===== src/rtl/ram_erase_ctl.sv =====
// ram_erase_ctl: AXI4 write master that fills one RAM bank with FILL_VALUE after an erase_ram strobe.
// Define RAM_ERASE_ERRCNT_EN to build the saturating error_count; otherwise error_count reads 0.
module ram_erase_ctl #(
  parameter int unsigned DW          = 512,
  parameter int unsigned AW          = 34,
  parameter logic [63:0] RAM_BASE    = 64'h0,
  parameter logic [63:0] RAM_SIZE    = 64'h2_0000_0000,
  parameter int unsigned BURST_BEATS = 64,
  parameter int unsigned MAX_OUT     = 8,
  parameter logic [31:0] FILL_VALUE  = 32'h0
) (
  input  logic            clk,
  input  logic            resetn,
  input  logic            erase_ram,
  output logic            erase_idle,
  output logic            erase_error,
  output logic [31:0]     error_count,
  output logic [AW-1:0]   M_AXI_AWADDR,
  output logic [7:0]      M_AXI_AWLEN,
  output logic [2:0]      M_AXI_AWSIZE,
  output logic [1:0]      M_AXI_AWBURST,
  output logic            M_AXI_AWVALID,
  input  logic            M_AXI_AWREADY,
  output logic [DW-1:0]   M_AXI_WDATA,
  output logic [DW/8-1:0] M_AXI_WSTRB,
  output logic            M_AXI_WLAST,
  output logic            M_AXI_WVALID,
  input  logic            M_AXI_WREADY,
  input  logic [1:0]      M_AXI_BRESP,
  input  logic            M_AXI_BVALID,
  output logic            M_AXI_BREADY
);
  localparam int unsigned       CNT_W     = 32;
  localparam int unsigned       BEAT_W    = 8;
  localparam logic [63:0]       BB        = 64'(BURST_BEATS) * 64'(DW / 8);
  localparam logic [CNT_W-1:0]  N         = CNT_W'(RAM_SIZE / BB);
  localparam logic [CNT_W-1:0]  MAX_OUT_C = CNT_W'(MAX_OUT);
  localparam logic [BEAT_W-1:0] LAST_BEAT = BEAT_W'(BURST_BEATS - 1);

  typedef enum logic {IDLE, RUN} state_t;

  state_t            state, state_n;
  logic [CNT_W-1:0]  aw_cnt, aw_cnt_n, w_cnt, w_cnt_n, b_cnt, b_cnt_n;
  logic [BEAT_W-1:0] beat, beat_n;
  logic [AW-1:0]     awaddr_n;
  logic              awvalid_n, wvalid_n, wlast_n, bready_n, idle_n, error_n;
  logic              aw_hs, w_hs, b_hs, b_err;

  assign M_AXI_AWLEN   = LAST_BEAT;
  assign M_AXI_AWSIZE  = 3'($clog2(DW / 8));
  assign M_AXI_AWBURST = 2'b01;
  assign M_AXI_WSTRB   = '1;
  assign M_AXI_WDATA   = {(DW / 32){FILL_VALUE}};

  assign aw_hs = M_AXI_AWVALID & M_AXI_AWREADY;
  assign w_hs  = M_AXI_WVALID & M_AXI_WREADY;
  assign b_hs  = M_AXI_BVALID & M_AXI_BREADY;
  assign b_err = b_hs & (M_AXI_BRESP != 2'b00);

  // Next-state and next-output logic; every AXI output is taken from a register.
  always_comb begin
    state_n   = state;
    aw_cnt_n  = aw_cnt;
    w_cnt_n   = w_cnt;
    b_cnt_n   = b_cnt;
    beat_n    = beat;
    awaddr_n  = M_AXI_AWADDR;
    error_n   = erase_error;
    awvalid_n = 1'b0;
    wvalid_n  = 1'b0;
    wlast_n   = 1'b0;
    bready_n  = 1'b0;
    idle_n    = 1'b1;
    case (state)
      IDLE: begin
        if (erase_ram) begin
          aw_cnt_n = '0;
          w_cnt_n  = '0;
          b_cnt_n  = '0;
          beat_n   = '0;
          awaddr_n = AW'(RAM_BASE);
          error_n  = 1'b0;
          if (N != '0) state_n = RUN;
        end
      end
      RUN: begin
        aw_cnt_n = aw_cnt + CNT_W'(aw_hs);
        b_cnt_n  = b_cnt + CNT_W'(b_hs);
        if (aw_hs) awaddr_n = M_AXI_AWADDR + AW'(BB);
        if (w_hs) begin
          if (M_AXI_WLAST) begin
            beat_n  = '0;
            w_cnt_n = w_cnt + CNT_W'(1);
          end else begin
            beat_n = beat + BEAT_W'(1);
          end
        end
        if (b_err) error_n = 1'b1;
        if (b_cnt_n == N) state_n = IDLE;
      end
      default: state_n = IDLE;
    endcase
    // A stalled VALID is held; otherwise VALID follows the post-update counters.
    if (state_n == RUN) begin
      idle_n    = 1'b0;
      bready_n  = 1'b1;
      awvalid_n = (M_AXI_AWVALID && !M_AXI_AWREADY) ||
                  ((aw_cnt_n < N) && ((aw_cnt_n - b_cnt_n) < MAX_OUT_C));
      wvalid_n  = (M_AXI_WVALID && !M_AXI_WREADY) || (w_cnt_n < aw_cnt_n);
      wlast_n   = wvalid_n && (beat_n == LAST_BEAT);
    end
  end

  always_ff @(posedge clk or negedge resetn) begin
    if (!resetn) begin
      state         <= IDLE;
      aw_cnt        <= '0;
      w_cnt         <= '0;
      b_cnt         <= '0;
      beat          <= '0;
      M_AXI_AWADDR  <= '0;
      M_AXI_AWVALID <= 1'b0;
      M_AXI_WVALID  <= 1'b0;
      M_AXI_WLAST   <= 1'b0;
      M_AXI_BREADY  <= 1'b0;
      erase_idle    <= 1'b1;
      erase_error   <= 1'b0;
    end else begin
      state         <= state_n;
      aw_cnt        <= aw_cnt_n;
      w_cnt         <= w_cnt_n;
      b_cnt         <= b_cnt_n;
      beat          <= beat_n;
      M_AXI_AWADDR  <= awaddr_n;
      M_AXI_AWVALID <= awvalid_n;
      M_AXI_WVALID  <= wvalid_n;
      M_AXI_WLAST   <= wlast_n;
      M_AXI_BREADY  <= bready_n;
      erase_idle    <= idle_n;
      erase_error   <= error_n;
    end
  end

`ifdef RAM_ERASE_ERRCNT_EN
  logic [31:0] err_cnt, err_cnt_n;

  // Saturating count of non-OKAY write responses, cleared on each start.
  always_comb begin
    err_cnt_n = err_cnt;
    if ((state == IDLE) && erase_ram) begin
      err_cnt_n = '0;
    end else if ((state == RUN) && b_err && (err_cnt != '1)) begin
      err_cnt_n = err_cnt + 32'd1;
    end
  end

  always_ff @(posedge clk or negedge resetn) begin
    if (!resetn) err_cnt <= '0;
    else         err_cnt <= err_cnt_n;
  end

  assign error_count = err_cnt;
`else
  assign error_count = '0;
`endif

endmodule


===== config.mk =====
export PLATFORM = sky130hd
export DESIGN_NAME = ram_erase_ctl
export DESIGN_NICKNAME = d
export VERILOG_FILES = /design/src/rtl/ram_erase_ctl.sv
export SDC_FILE = /design/constraint.sdc
export NUM_CORES = 1
export LEC_CHECK = 0
export ABC_AREA = 0
export BUFFER_PORTS_ARGS = -buffer_cell sky130_fd_sc_hd__buf_2
export CAP_MARGIN = 20
export CELL_PAD_IN_SITES_DETAIL_PLACEMENT = 0
export CELL_PAD_IN_SITES_GLOBAL_PLACEMENT = 2
export CORE_AREA = 4 4 260 262
export CTS_CLUSTER_DIAMETER = 150
export DETAILED_ROUTE_END_ITERATION = 16
export DIE_AREA = 0 0 264 266
export PLACE_DENSITY = 0.73
export SLEW_MARGIN = 10
export SYNTH_ARGS = -nofsm -noshare
export SYNTH_HDL_FRONTEND = slang
export SYNTH_SLANG_ARGS = --single-unit

===== constraint.sdc =====
create_clock -name clk -period 6.8 [get_ports clk]
set_input_delay 0.34 -clock clk [delete_from_list [all_inputs] [get_ports clk]]
set_output_delay 0.34 -clock clk [all_outputs]
set_load 0.1 [all_outputs]

==> results.tsv, run 1 <==
metric	value	unit
status	complete, no violations	
start_util	0.229	
placement.io_buffers	35	
drt_iter0_markers	594	
yosys-top-cells-area	buf_4 32%, dfrtp_1 22%, ha_1 4.8%, nand3_1 3.4%, nand2_1 3.1%	
synth_seq_cells	132	
core	65400	µm²
finish.instance_area	14300	µm²
grt_use_total	0.103	
worst_skew_pair.late_latency	0.44	ns
wire_per_inst	14.3	µm
htreeDepth	4	
fin_skew	0.00920	ns
synth-edff-count	0	
hold_class	in -> reg	
area.growth.synth_to_final	-4.38	%
cp-start-kind	flop	
syn_area_per_cell	8.02	µm²
yosysTopAreaCell	buf_4	
grt_pass1_vias	10100	
synthCells	1865	
hold_viol	0	
cts_hold_buf	1	
synth_ff_type	dfrtp_1	
rr_startpoint	M_AXI_BREADY	
vias	11000	
pwr-share-comb	0.512	
ys_async_sr_fraction	1.00	
cts_num_sinks	132	
power_frac_seq	0.243	
num_rows	94	
endpoint_kind	flop	
grt_pass1_wl	58.6	mm
dieArea	70200	µm²
timing.fmax	0.170	GHz
clk_pin_slew	0.06	ns
power_density	244	nW/µm²
overflow	0	
mostFrequentLayoutCells	633 x conb_1, 130 x dfrtp_1, 124 x nand2_1, 102 x nand3_1, 82 x inv_1	
finalCritPeriodShare	0.864	
slew_violations	0	
synth_cell_types	79	
cap_violations	0	
worst_pin_slew	1.09	ns
power.internal	0.00138	W
cts_setup_buffers	0	
cts_root_buffer	clkbuf_16	
cts_buffer_depth	2	
power.share.clock	0.245	
rsz0062_at_grt	no	
syn_area	15000	µm²
gp_congestion	0.858	
antenna_found_initial	0	
period_minus_slack	5.87	ns
netSwitchingPower	0.00211	W
critical_path_class	reg -> reg	
yosys_warnings	0	
p_sw_frac	0.605	
post_cts_resized	0	
ys_seq_area_frac	0.221	
drive_above_1_share	0.0607	
grt_max_degree	68	
cp.required	7.17	ns
firstDrtPassIters	7	
cellLeakagePower	7.07	nW
vias_per_cell	3.99	
antenna_left	0	
drc	0	
startpoint	M_AXI_BREADY	
final-setup-viol-count	0	
ir_drop	0.223	mV
die_w	264	µm
cts_buffers	17	
worstPathMaxFanout	12	
mostFrequentLayoutCell	conb_1	
wl	39.4	mm
nets	1949	
slew_headroom	0.265	
place_area	13800	µm²
die_h	266	µm
cts_tree	done	
diodes	0	
num_io_pins	669	
setup-tns-final	0	ns
worst_hold_slack	0.162	ns
hp-start	M_AXI_BRESP[0]	
dp_hpwl	31.9	mm
synth.top_cell.area_share	0.318	
worstPathArrival	6.24	ns
## cell families after synthesis
group / Yosys count / share of synthesized area
simple gates: 521 / 0.185
flops: 132 / 0.221
buf+inv: 767 / 0.353
compound gates: 294 / 0.135
mux: 37 / 0.0261
fa+ha+maj: 64 / 0.0524
xor+xnor: 48 / 0.0281
other cells: 2 / 0.000502
## power groups by stage
stage	registers [W]	logic [W]	clock network, W
after floorplan	0.000830	0.00201	0
after global placement	0.000860	0.00177	0
after detailed placement	0.000860	0.00177	0
after CTS	0.000846	0.00177	0.000890
after global routing	0.000852	0.00184	0.000916
final	0.000847	0.00179	0.000857
## final cells by class
class / instances / area (µm²)
repair buffers: 53 / 317
multi-input cells: 1597 / 8760
well taps: 864 / 1080
inverters: 83 / 312
clock buffers: 17 / 425
fillers: 7409 / 51100
clock inverters: 14 / 106
flip-flops and latches: 132 / 3310
## critical path: stages (launching register included)
cell       delay [ns]
dfrtp_2          0.53
and2_1           0.23
ha_1             0.28
and4_1           0.22
buf_4            0.16
nand4_1          0.20
nor3_1           0.48
xor2_1           0.19
a22oi_1          0.10
ha_1             0.51
o21ai_0          0.14
and3_1           0.21
nor4_1           0.30
nand4_1          0.13
nor4bb_1         0.30
nand4_1          0.12
or4_1            0.54
a2111oi_0        0.38
nand4_1          0.15
nor4_1           0.25
nand4_1          0.25
nand2_1          0.13
## cells in the mapped netlist (32+ instances only)
| library cell | number |
|---|---|
| nand2_1 | 124 |
| and3_1 | 38 |
| nand3_1 | 102 |
| inv_1 | 82 |
| dfrtp_1 | 131 |
| buf_4 | 634 |
| a21oi_1 | 38 |
| o21ai_0 | 78 |
| nand4_1 | 56 |
| nor2_1 | 52 |
| xnor2_1 | 32 |
| nor3_1 | 34 |
| ha_1 | 57 |
## path summary, 6_finish.rpt
check	end	slack, ns	depth (start not counted)
setup / recovery	M_AXI_AWVALID	0.93	21
hold / removal	erase_error	0.16	3
setup reg to reg	M_AXI_AWVALID	0.93	21
hold reg to reg	erase_error	0.47	2
max in group asynchronous	aw_cnt[29]	4.91	3
min in group asynchronous	beat[1]	0.50	2
## metrics by stage
step / setup WS [ns] / cells / total power, W / util
global placement: 1.09 / 2727 / 0.00263 / 0.210
finish: 0.926 / 2760 / 0.00349 / 0.219
CTS: 0.917 / 2759 / 0.00351 / 0.219
floorplan: 0.00714 / 2496 / 0.00284 / -
global route: 0.356 / 2760 / 0.00361 / 0.219
detailed placement: 0.959 / 2727 / 0.00263 / 0.210
## sequential cells by signal, indices dropped and copies added, names as in the netlist
name,count
aw_cnt,32
b_cnt,32
w_cnt,32
M_AXI_AWADDR,22
beat,8
M_AXI_AWVALID,1
M_AXI_BREADY,1
M_AXI_WLAST,1
M_AXI_WVALID,1
erase_error,1
erase_idle,1
## per-layer routing
layer / share of wire / track usage / vias up
met5: 0 / 0 / -
met4: 0.015 / 0.0261 / 0
met3: 0.057 / 0.0171 / 26
met2: 0.51 / 0.181 / 397
met1: 0.42 / 0.132 / 5321
li1: - / - / 5279
Power figures use the tool's default switching activity.
==> inputs of run 2 (changes only) <==
Settings changed: CORE_AREA 4 4 260 262 to unset, CORE_MARGIN set to 4, CORE_UTILIZATION set to 24, DIE_AREA 0 0 264 266 to unset, PLACE_DENSITY 0.73 to 0.79.
Clock period 6.8 ns to 5 ns, I/O delays scaled along.
==> run 2 against run 1 <==
Compared with the run above: the run now ends with negative setup slack left; largest power group unchanged; critical path depth stayed put; global-route usage is 1.1 points higher; final area is 7.6% higher; first-iteration DRC count is 27% higher; largest cell class unchanged; sequential cell count stayed put; core utilization is 3.1 points higher; total power is 44% higher; clock power is 62% higher; combinational power is 40% higher; critical path type unchanged; via count is 4.8% higher; register-to-register slack worse by 0.94 ns; highest routed layer unchanged.
==> results.tsv, run 2 (synthesized netlist as in run 1, its figures left out) <==
metric	value	unit
status	finished, violations left	
violations	negative setup slack	
vias_per_cell	4.06	
start_util	0.242	
grt_pass1_vias	10800	
cts_root_buffer	clkbuf_16	
die_w	258	µm
cts_tree	done	
slew_headroom	0.333	
cts_num_sinks	132	
hold_class	in -> reg	
rrSetupSlack	-0.01	ns
nets	2060	
crit_path_top_delay_cell	or4_4	
top_layer	met4	
dp_hpwl	32.9	mm
drc	0	
worstPathArrival	5.38	ns
mostFrequentLayoutCell	conb_1	
diodes	0	
dieArea	66400	µm²
fin_skew	0.00932	ns
ir_drop	0.212	mV
worstPathCellList	and2_4 -> ha_4 -> and4_4 -> nand4_1 -> buf_4 -> nor3_4 -> xor2_1 -> a22oi_2 -> ha_4 -> o21ai_0 -> and3_1 -> nor4_2 -> nand4_1 -> nor4bb_2 -> nand4_1 -> or4_4 -> a2111oi_4 -> nand4_1 -> nor4_2 -> nand4_1 -> nand2_1	
drive_above_1_share	0.126	
path_delay_family	simple AND/OR/NAND/NOR gates	
grt_use_total	0.114	
htreeDepth	4	
cp_num_buf_inv	1	
fin_util	0.250	
area.growth.synth_to_final	2.91	%
final-setup-viol-count	1	
largest_registers	aw_cnt: 32 flops, b_cnt: 32 flops, w_cnt: 32 flops	
wire_per_inst	14.4	µm
slowest_delay	0.56	ns
slew_violations	0	
firstDrtPassIters	8	
cp.depth	21	
timing.fmax	0.200	GHz
worst_skew_pair.late_latency	0.44	ns
num_rows	91	
r2r_cells	21	
vias	11600	
gp_congestion	0.905	
wl_met3	2.39	mm
regToRegEndpoint	M_AXI_AWVALID	
cts_buffers	17	
cp-start-kind	flop	
wl_met1	17.3	mm
final.fill_count	6886	
antenna_found_initial	0	
startpoint	M_AXI_BREADY	
worstPathMaxFanout	5	
crit_end	M_AXI_AWVALID	
power_density	328	nW/µm²
cap_violations	0	
rsz0062_at_grt	yes	
cts_buffer_depth	2	
critical_path_class	reg -> reg	
finalCritPeriodShare	1.00	
num_io_pins	669	
wl	41.0	mm
die_h	258	µm
cp_common_cell	nand4_1	
grt_pass1_wl	61.9	mm
grt_max_degree	95	
core	61700	µm²
hold_viol	0	
cellLeakagePower	7.74	nW
drt_iter0_markers	756	
clk_pin_slew	0.07	ns
overflow	0	
worst_pin_slew	1.00	ns
rr_startpoint	M_AXI_BREADY	
wl_met2	20.7	mm
antenna_left	0	
period_minus_slack	5.01	ns
layout_setup_ws	-0.0122	ns
endpoint_kind	flop	
placement.io_buffers	35	
mostFrequentLayoutCells	633 x conb_1, 128 x dfrtp_1, 128 x buf_4, 124 x nand2_1, 101 x nand3_1	
setup-tns-final	-0.0122	ns
cp.required	5.37	ns
==> run 2: timing repair <==
item                                    CTS  global route
resized for setup                         0            25
endpoints found under the setup margin    0             1
hold buffers                              1             0
buffers inserted                          0             9
endpoints found under the hold margin    78             0
==> run 2: where the power goes <==
part | switching (W) | internal, W | total, W | leakage, nW
Sequential | 0.0000510 | 0.00109 | 0.00115 | 1.79
Combinational | 0.00232 | 0.000189 | 0.00250 | 5.64
Clock | 0.000579 | 0.000815 | 0.00139 | 0.306
Total | 0.00295 | 0.00210 | 0.00504 | 7.74
==> run 2: worst min-delay path, stage by stage <==
cell and delay [ns]:
buf_2 0.07, o21ai_0 0.07, nand2_1 0.06
==> run 2: how the worst min path moves through the flow <==
stage,start,end,slack [ns],cells past startpoint
after floorplan,resetn,M_AXI_AWADDR[12],-0.05,0
after global placement,resetn,beat[2],0.44,1
after detailed placement,resetn,beat[3],0.44,1
after CTS,M_AXI_BRESP[1],erase_error,0.03,3
after global routing,M_AXI_BRESP[1],erase_error,0.06,3
final,M_AXI_BRESP[1],erase_error,0.04,3
==> run 2: through the flow <==
step / total power [W] / setup WS [ns] / area (µm²) / hold slack, ns / std cells
finish: 0.00504 / -0.0122 / 15400 / 0.0401 / 2845
global route: 0.00519 / -0.274 / 15400 / 0.0616 / 2845
CTS: 0.00504 / 0.0105 / 15200 / 0.0286 / 2836
detailed placement: 0.00363 / 0.0254 / 14600 / 0.442 / 2803
global placement: 0.00362 / 0.0856 / 14600 / 0.435 / 2803
floorplan: 0.00387 / -0.270 / 17500 / -0.0456 / 2496
==> run 2: metal layers <==
metal | GRT usage | vias to the layer above
met4 | 0.0247 | 0
met3 | 0.0168 | 28
li1 | - | 5512
met5 | 0 | -
met1 | 0.147 | 5592
met2 | 0.203 | 424
==> run 2: final cells by class <==
type	instances	area [µm²]	area share
clock buffers	18	439	0.0285
clock inverters	14	190	0.0124
inverters	83	312	0.0202
multi-input cells	1597	8950	0.581
flip-flops and latches	132	3310	0.215
well taps	837	1050	0.0680
repair buffers	164	1150	0.0748
